**config.mk**
```make
export PLATFORM = sky130hd
export DESIGN_NAME = mem_access_unit
export DESIGN_NICKNAME = d
export VERILOG_FILES = /design/src/rtl/mem_access_unit.sv
export SDC_FILE = /design/constraint.sdc
export NUM_CORES = 1
export LEC_CHECK = 0
export CAP_MARGIN = 0
export CORE_MARGIN = 4
export CORE_UTILIZATION = 38
export DETAILED_ROUTE_END_ITERATION = 8
export PLACE_DENSITY = 0.77
export SLEW_MARGIN = 20
export SYNTH_ARGS = -nofsm -noshare
export SYNTH_HDL_FRONTEND = slang
export SYNTH_SLANG_ARGS = --single-unit
```
**constraint.sdc**
```tcl
create_clock -name clk -period 2.9 [get_ports clk]
set_clock_uncertainty 0.05 [all_clocks]
set_input_delay 0.58 -clock clk [delete_from_list [all_inputs] [get_ports clk]]
set_output_delay 0.58 -clock clk [all_outputs]
set_load 0.02 [all_outputs]
```
**src/rtl/mem_access_unit.sv**
```systemverilog
// ============================================================================
// mem_access_unit
//   EX/MEM data-memory access unit: issues one bus request per load/store,
//   stalls the pipeline until completion and extends returned load data.
//   Optional macro MEM_ACCESS_MISALIGN_TRAP_EN enables misalignment trapping.
// Revision: 1.0
// ============================================================================
`default_nettype none

module mem_access_unit (
    input  logic        clk,
    input  logic        reset,
    input  logic        invalid_in,
    input  logic        memtoreg_in,
    input  logic [3:0]  memwrite_in,
    input  logic [31:0] alu_out_in,
    input  logic [31:0] rdata2_in,
    input  logic [31:0] inst_data_in,
    output logic        dmem_req_valid,
    input  logic        dmem_req_ready,
    output logic [31:0] dmem_addr,
    output logic        dmem_we,
    output logic [3:0]  dmem_be,
    output logic [31:0] dmem_wdata,
    input  logic        dmem_rsp_valid,
    input  logic [31:0] dmem_rdata,
    output logic        stall_out,
    output logic        load_valid_out,
    output logic [31:0] load_data_out,
    output logic        misaligned_out
);

    typedef enum logic [1:0] {
        IDLE = 2'd0,
        REQ  = 2'd1,
        WAIT = 2'd2
    } state_t;

    state_t      state_q,     state_d;
    logic        req_valid_q, req_valid_d;
    logic [31:0] addr_q,      addr_d;
    logic        we_q,        we_d;
    logic [3:0]  be_q,        be_d;
    logic [31:0] wdata_q,     wdata_d;
    logic [2:0]  funct3_q,    funct3_d;
    logic [1:0]  off_q,       off_d;

    logic        w_is_store;
    logic        w_access;
    logic        w_misalign;
    logic        w_issue;
    logic        w_complete;
    logic [3:0]  w_st_be;
    logic [31:0] w_st_wdata;
    logic [31:0] w_rd_shift;
    logic [31:0] w_rd_ext;
    logic        w_unused_inst;

    assign w_unused_inst = ^{inst_data_in[31:15], inst_data_in[11:0]};

    // A store mask wins over memtoreg when both are set.
    assign w_is_store = (memwrite_in != 4'b0000);
    assign w_access   = !invalid_in && (memtoreg_in || w_is_store);

    // Lanes shifted past byte 3 are dropped by the 4-bit / 32-bit result width.
    assign w_st_be    = memwrite_in << alu_out_in[1:0];
    assign w_st_wdata = rdata2_in << {alu_out_in[1:0], 3'b000};

`ifdef MEM_ACCESS_MISALIGN_TRAP_EN
    logic w_is_half;
    logic w_is_word;
    assign w_is_half  = (inst_data_in[13:12] == 2'b01) || (memwrite_in == 4'b0011);
    assign w_is_word  = (inst_data_in[13:12] == 2'b10) || (memwrite_in == 4'b1111);
    assign w_misalign = (w_is_half && alu_out_in[0]) ||
                        (w_is_word && (alu_out_in[1:0] != 2'b00));
`else
    assign w_misalign = 1'b0;
`endif

    assign w_issue    = (state_q == IDLE) && w_access && !w_misalign;
    assign w_complete = ((state_q == REQ) && dmem_req_ready && we_q) ||
                        ((state_q == WAIT) && dmem_rsp_valid);

    always_comb begin
        state_d     = state_q;
        req_valid_d = req_valid_q;
        addr_d      = addr_q;
        we_d        = we_q;
        be_d        = be_q;
        wdata_d     = wdata_q;
        funct3_d    = funct3_q;
        off_d       = off_q;
        case (state_q)
            IDLE: begin
                if (w_issue) begin
                    state_d     = REQ;
                    req_valid_d = 1'b1;
                    addr_d      = {alu_out_in[31:2], 2'b00};
                    we_d        = w_is_store;
                    be_d        = w_is_store ? w_st_be : 4'b1111;
                    wdata_d     = w_is_store ? w_st_wdata : 32'h0000_0000;
                    funct3_d    = inst_data_in[14:12];
                    off_d       = alu_out_in[1:0];
                end
            end
            REQ: begin
                if (dmem_req_ready) begin
                    req_valid_d = 1'b0;
                    state_d     = we_q ? IDLE : WAIT;
                end
            end
            WAIT: begin
                if (dmem_rsp_valid) begin
                    state_d = IDLE;
                end
            end
            default: begin
                state_d     = IDLE;
                req_valid_d = 1'b0;
            end
        endcase
    end

    always_ff @(posedge clk) begin
        if (reset) begin
            state_q     <= IDLE;
            req_valid_q <= 1'b0;
            addr_q      <= 32'h0000_0000;
            we_q        <= 1'b0;
            be_q        <= 4'b0000;
            wdata_q     <= 32'h0000_0000;
            funct3_q    <= 3'b000;
            off_q       <= 2'b00;
        end else begin
            state_q     <= state_d;
            req_valid_q <= req_valid_d;
            addr_q      <= addr_d;
            we_q        <= we_d;
            be_q        <= be_d;
            wdata_q     <= wdata_d;
            funct3_q    <= funct3_d;
            off_q       <= off_d;
        end
    end

    assign w_rd_shift = dmem_rdata >> {off_q, 3'b000};

    always_comb begin
        w_rd_ext = w_rd_shift;
        case (funct3_q)
            3'b000:  w_rd_ext = {{24{w_rd_shift[7]}},  w_rd_shift[7:0]};
            3'b001:  w_rd_ext = {{16{w_rd_shift[15]}}, w_rd_shift[15:0]};
            3'b100:  w_rd_ext = {24'h000000, w_rd_shift[7:0]};
            3'b101:  w_rd_ext = {16'h0000,   w_rd_shift[15:0]};
            default: w_rd_ext = w_rd_shift;
        endcase
    end

    assign dmem_req_valid = req_valid_q;
    assign dmem_addr      = addr_q;
    assign dmem_we        = we_q;
    assign dmem_be        = be_q;
    assign dmem_wdata     = wdata_q;

    // Combinational outputs are masked while reset is asserted because the
    // synchronous reset has not yet returned the FSM to IDLE.
    assign stall_out      = !reset && !w_complete &&
                            (w_issue || (state_q == REQ) || (state_q == WAIT));
    assign load_valid_out = !reset && (state_q == WAIT) && dmem_rsp_valid;
    assign load_data_out  = load_valid_out ? w_rd_ext : 32'h0000_0000;
    assign misaligned_out = !reset && (state_q == IDLE) && w_access && w_misalign;

endmodule

`default_nettype wire

```
==> impl_metrics.ini, run 1 <==
[critical_path]
critical-path-slowest-cell = clkdlybuf4s50_1
path_buf_inv = 4
crit_top_cell = buf_4
crit_required_ns = 2.27
crit_chain = clkdlybuf4s50_1, mux2_2, a222oi_1, buf_4, buf_4, o21ai_0, buf_2
critPathCaptureType = output pin
startpoint_type = primary input
cpLargestDelayFamily = buffers and inverters
critPathMaxStageDelay_ns = 0.44
worstPathArrival_ns = 2.20
criticalPathCategory = primary input to output pin
cp_max_fo = 8

[drt]
vias = 4293
drc = 0
firstDrtPassIters = 4
wirelength_um = 14160
wire_per_inst_um = 17.64
vias_per_cell = 5.346
antenna_left = 0
drtIter0Drc = 318

[floorplanning]
initial_core_util = 0.3915
core_um2 = 10370
rows = 37
die_x_um = 111.4
die_height_um = 111.4
io_pins = 243
dieArea_um2 = 12400

[layout]
mostFrequentLayoutCell = clkdlybuf4s50_1
finalNetCount = 800
final_layout_size_suffix_gt1_frac = 0.1544
layout_common_cells = clkdlybuf4s50_1 (176), nand2_1 (82), dfxtp_1 (75)
nFillCells = 916
diodes = 0
fin_cells = 803
syn_to_final_growth_pct = 60.31
final_design_area_no_fill_um2 = 6509
final_util = 0.6277

[synthesis]
synthCells = 452
yosys_most_used_dff = dfxtp_1
synth.distinct_cells = 44
mappedNetlistArea_um2 = 4060
yosysWarnings = 0
synth_edf_count = 0
ys_ff_latch = 75
ys_async_sr_fraction = 0
ys_seq_area_frac = 0.3698
avgSynthCellArea_um2 = 8.983

[clock_network]
cts.clk_slew.worst_paths_ns = 0.08
htreeDepth = 3
cts_tree = yes
cts_sinks = 75
cts-root-buf = clkbuf_8
cts_buffer_depth = 2
insertion_delay_ns = 0.34
hold_buffers = 0
cts_buffers = 9

[timing]
worst_pin_slew_ns = 0.8033
finalSetupViolations = 0
relSlewSlack = 0.4634
grt_setup_unrepaired = no
layout_min_cycle_time_ns = 2.835
slew_viol_final = 0
min_period_over_period = 0.9775
fmax_ghz = 0.3528
hold-worst-slack_ns = 0.4121
setup_ws_ns = 0.06535
tns_ns = 0
hold_violations = 0

[pwr]
worst_ir_drop_vdd_mv = 0.3215
power_mw = 2.795
p_leak_nw = 2.647
power_density_nw_per_um2 = 429.4

[global_route]
track_usage = 0.2190
overflow = 0
grt_pass1_vias = 4371
grt_pass1_wl_um = 22410
antenna_found_initial = 0
grt_max_degree = 38

[place]
dp_slack_ns = -0.3837
dpl.cell_count = 785
port_buffers = 210
place.detailed.hpwl_um = 10790
gp_congestion = 0.9244
dpl_cell_area_um2 = 6361

[run]
maxCapViolCount = 0

[hold_path]
hold_path.class = register to register

[outcome]
status = finished clean
[tightest hold or removal path, cell delays in order (launching register included)]
cell and delay, ns:
dfxtp_1 0.32, nand2_1 0.05, mux2i_1 0.05
[cell usage after synthesis (2+ instances only)]
cell	number	share of area
a211o_1	8	0.017
a211oi_1	8	0.015
a21oi_1	11	0.014
a22o_1	25	0.054
a32o_1	8	0.020
a32oi_1	8	0.017
and2_1	2	0.0031
buf_1	3	0.0028
buf_2	12	0.015
buf_4	3	0.0055
buf_6	4	0.011
clkbuf_1	21	0.019
dfxtp_1	75	0.37
inv_1	4	0.0037
mux2_2	25	0.069
mux2i_1	54	0.13
nand2_1	83	0.077
nand3_1	16	0.020
nor2_1	14	0.013
nor2b_1	12	0.018
nor3_1	2	0.0025
nor3b_1	2	0.0037
nor4_2	2	0.0062
o21ai_0	19	0.023
o221a_2	3	0.0083
o2bb2ai_1	9	0.019
or3_1	2	0.0031
[where the power goes]
group,internal (mW),switching [mW]
clock,0.430,0.410
combinational,0.422,0.384
sequential,1.10,0.0466
[state kept, by name, indices dropped and copies added (netlist names)]
name and flops:
funct3_q 3, dmem_req_valid 1, dmem_be 4, dmem_addr 30, dmem_wdata 32, state_q 2, dmem_we 1, off_q 2
[metal layers]
layer  GRT usage  routed length [um]  up-vias
met5           0                   0        -
met4     0.08840                 369        0
met3     0.06413                1205       28
met2      0.3735                6907      207
met1      0.2584                5678     2004
li1            -                   -     2054
[cell type report]
type	instances	area (um2)	share of cell area
Clock inverter	6	72.57	0.01115
Multi-Input combinational cell	330	2344	0.3601
Clock buffer	10	137.6	0.02115
Timing Repair Buffer	241	2265	0.3479
Tap cell	136	170.2	0.02614
Inverter	5	18.77	0.002884
Sequential cell	75	1501	0.2307
[final timing paths]
path	startpoint	cells after the start	endpoint	slack, ns
worst max register to register	state_q[0]	4	dmem_wdata[25]	0.98
worst min register to register	dmem_addr[30]	2	dmem_addr[30]	0.41
worst min-delay path	dmem_addr[30]	2	dmem_addr[30]	0.41
worst max-delay path	dmem_rdata[31]	7	load_data_out[27]	0.07
[repair_timing]
item                       4_1_cts  5_1_grt
pin swaps                        1        1
cloned                           1        0
buffers inserted                 1        0
setup endpoints to repair       34        6
resized for setup              104        3
[cell families after synthesis]
logic type	synth area share
and+or+nand+nor	0.1596
muxes	0.2080
DFF	0.3698
other	0.0009236
buffers and inverters	0.05947
xor gates and xnor gates	0.002158
AOI/OAI and AO/OA	0.2000
(Power assumes the default switching activity.)
==> run 2: changes to the inputs <==
Settings changed: CAP_MARGIN 0 to default, RECOVER_POWER from default to 100.
==> impl_metrics.ini, run 2 (same netlist as run 1, synthesis figures left out) <==
[outcome]
status = finished clean

[place]
dpl.cell_count = 785
port_buffers = 210
gp_congestion = 0.9244
place.detailed.hpwl_um = 10790
dp_slack_ns = -0.3837
dpl_cell_area_um2 = 6361

[pwr]
power_mw = 2.760
p_leak_nw = 2.821
worst_ir_drop_vdd_mv = 0.3196
power_density_nw_per_um2 = 426.2

[layout]
final_design_area_no_fill_um2 = 6476
finalNetCount = 800
largest_reg_flops = 32
syn_to_final_growth_pct = 59.51
diodes = 0
final_layout_size_suffix_gt1_frac = 0.1454
mostFrequentLayoutCell = clkdlybuf4s50_1
layout_common_cells = clkdlybuf4s50_1 (108), nand2_1 (82), dfxtp_1 (75)
fin_cells = 803
nFillCells = 921

[critical_path]
path_buf_inv = 4
critPathCaptureType = output pin
crit_top_cell = buf_4
reg2reg_to = funct3_q[2]
cpLargestDelayFamily = buffers and inverters
worstPathArrival_ns = 2.20
crit_chain = clkdlybuf4s50_1, mux2_2, a222oi_1, buf_4, buf_4, o21ai_0, clkbuf_2
criticalPathCategory = primary input to output pin
r2r-start = state_q[0]
cp_max_fo = 8
reg2reg_depth = 6
rrSetupSlack_ns = 0.81
cp-startpoint = dmem_rdata[31]
crit_required_ns = 2.27
critical-path-slowest-cell = clkdlybuf4s50_1
critPathMaxStageDelay_ns = 0.44
startpoint_type = primary input

[timing]
relSlewSlack = 0.3104
hold_violations = 0
fmax_ghz = 0.3528
min_period_over_period = 0.9774
grt_setup_unrepaired = no
layout_min_cycle_time_ns = 2.834
tns_ns = 0
worst_pin_slew_ns = 1.025
slew_viol_final = 0
finalSetupViolations = 0
setup_ws_ns = 0.06550

[drt]
wire_per_inst_um = 17.60
firstDrtPassIters = 4
drc = 0
antenna_left = 0
wirelength_um = 14130
drtIter0Drc = 331
vias = 4298
vias_per_cell = 5.352

[clock_network]
cts_buffers = 9
insertion_delay_ns = 0.34
htreeDepth = 3
cts_buffer_depth = 2
cts_sinks = 75
hold_buffers = 0
cts-root-buf = clkbuf_8
cts.clk_slew.worst_paths_ns = 0.08
cts_tree = yes

[floorplanning]
die_height_um = 111.4
dieArea_um2 = 12400
die_x_um = 111.4
io_pins = 243
core_um2 = 10370
rows = 37
initial_core_util = 0.3915

[hold_path]
hold_path_depth = 2
hold_end = dmem_addr[30]
hold_path.class = register to register
worstHoldStart = dmem_addr[30]

[global_route]
grt_pass1_vias = 4371
antenna_found_initial = 0
track_usage = 0.2190
grt_pass1_wl_um = 22410
grt_max_degree = 38
overflow = 0

[run]
maxCapViolCount = 0
## run 2: worst max-delay path by stage
stage                             end  slack, ns  cells after the start
floorplan           load_data_out[21]       0.09                      7
global placement    load_data_out[26]      -0.34                      5
detailed placement  load_data_out[31]      -0.38                      5
CTS                  load_data_out[7]       0.06                      7
global route         load_data_out[7]      0.007                      7
finish              load_data_out[27]       0.07                      7
## run 2: layout make-up
class	instances	area, um2	area share
clock inverters	6	72.57	0.01121
clock buffers	10	137.6	0.02125
flip-flops and latches	75	1501	0.2318
inverters	5	18.77	0.002898
repair buffers	241	2240	0.3458
multi-input cells	330	2336	0.3607
well taps	136	170.2	0.02628
## run 2: repair_timing
item / in CTS / in global routing
buffers inserted: 1 / 0
cloned: 1 / 0
gates resized for setup: 104 / 3
setup endpoints to repair: 34 / 6
pin swaps: 1 / 1
## run 2: routing by layer
metal  global-route usage  vias up  share of wire
li1                     -     2059              -
met1               0.2584     2019           0.40
met2               0.3735      193           0.49
met3              0.06413       27          0.081
met4              0.08840        0          0.026
met5                    0        -              0
## run 2: where the power goes
| group | internal, mW | leakage, nW | switching, mW |
|---|---|---|---|
| registers | 1.10 | 0.615 | 0.0436 |
| logic | 0.393 | 2.10 | 0.383 |
| clock network | 0.430 | 0.103 | 0.409 |
## run 2: worst register-to-register path, stage by stage, from the launching register on
cell	delay, ns
dfxtp_1	0.32
buf_4	0.15
nor3_1	0.32
buf_4	0.19
o21a_1	0.21
clkbuf_2	0.52
mux2i_1	0.27
## run 2: through the flow
stage / hold slack, ns / util
6_report: 0.4084 / 0.6245
5_1_grt: 0.4315 / 0.6245
4_1_cts: 0.4141 / 0.6263
3_5_place_dp: 0.4002 / 0.6134
3_3_place_gp: 0.3920 / 0.6134
2_1_floorplan: 0.3935 / -
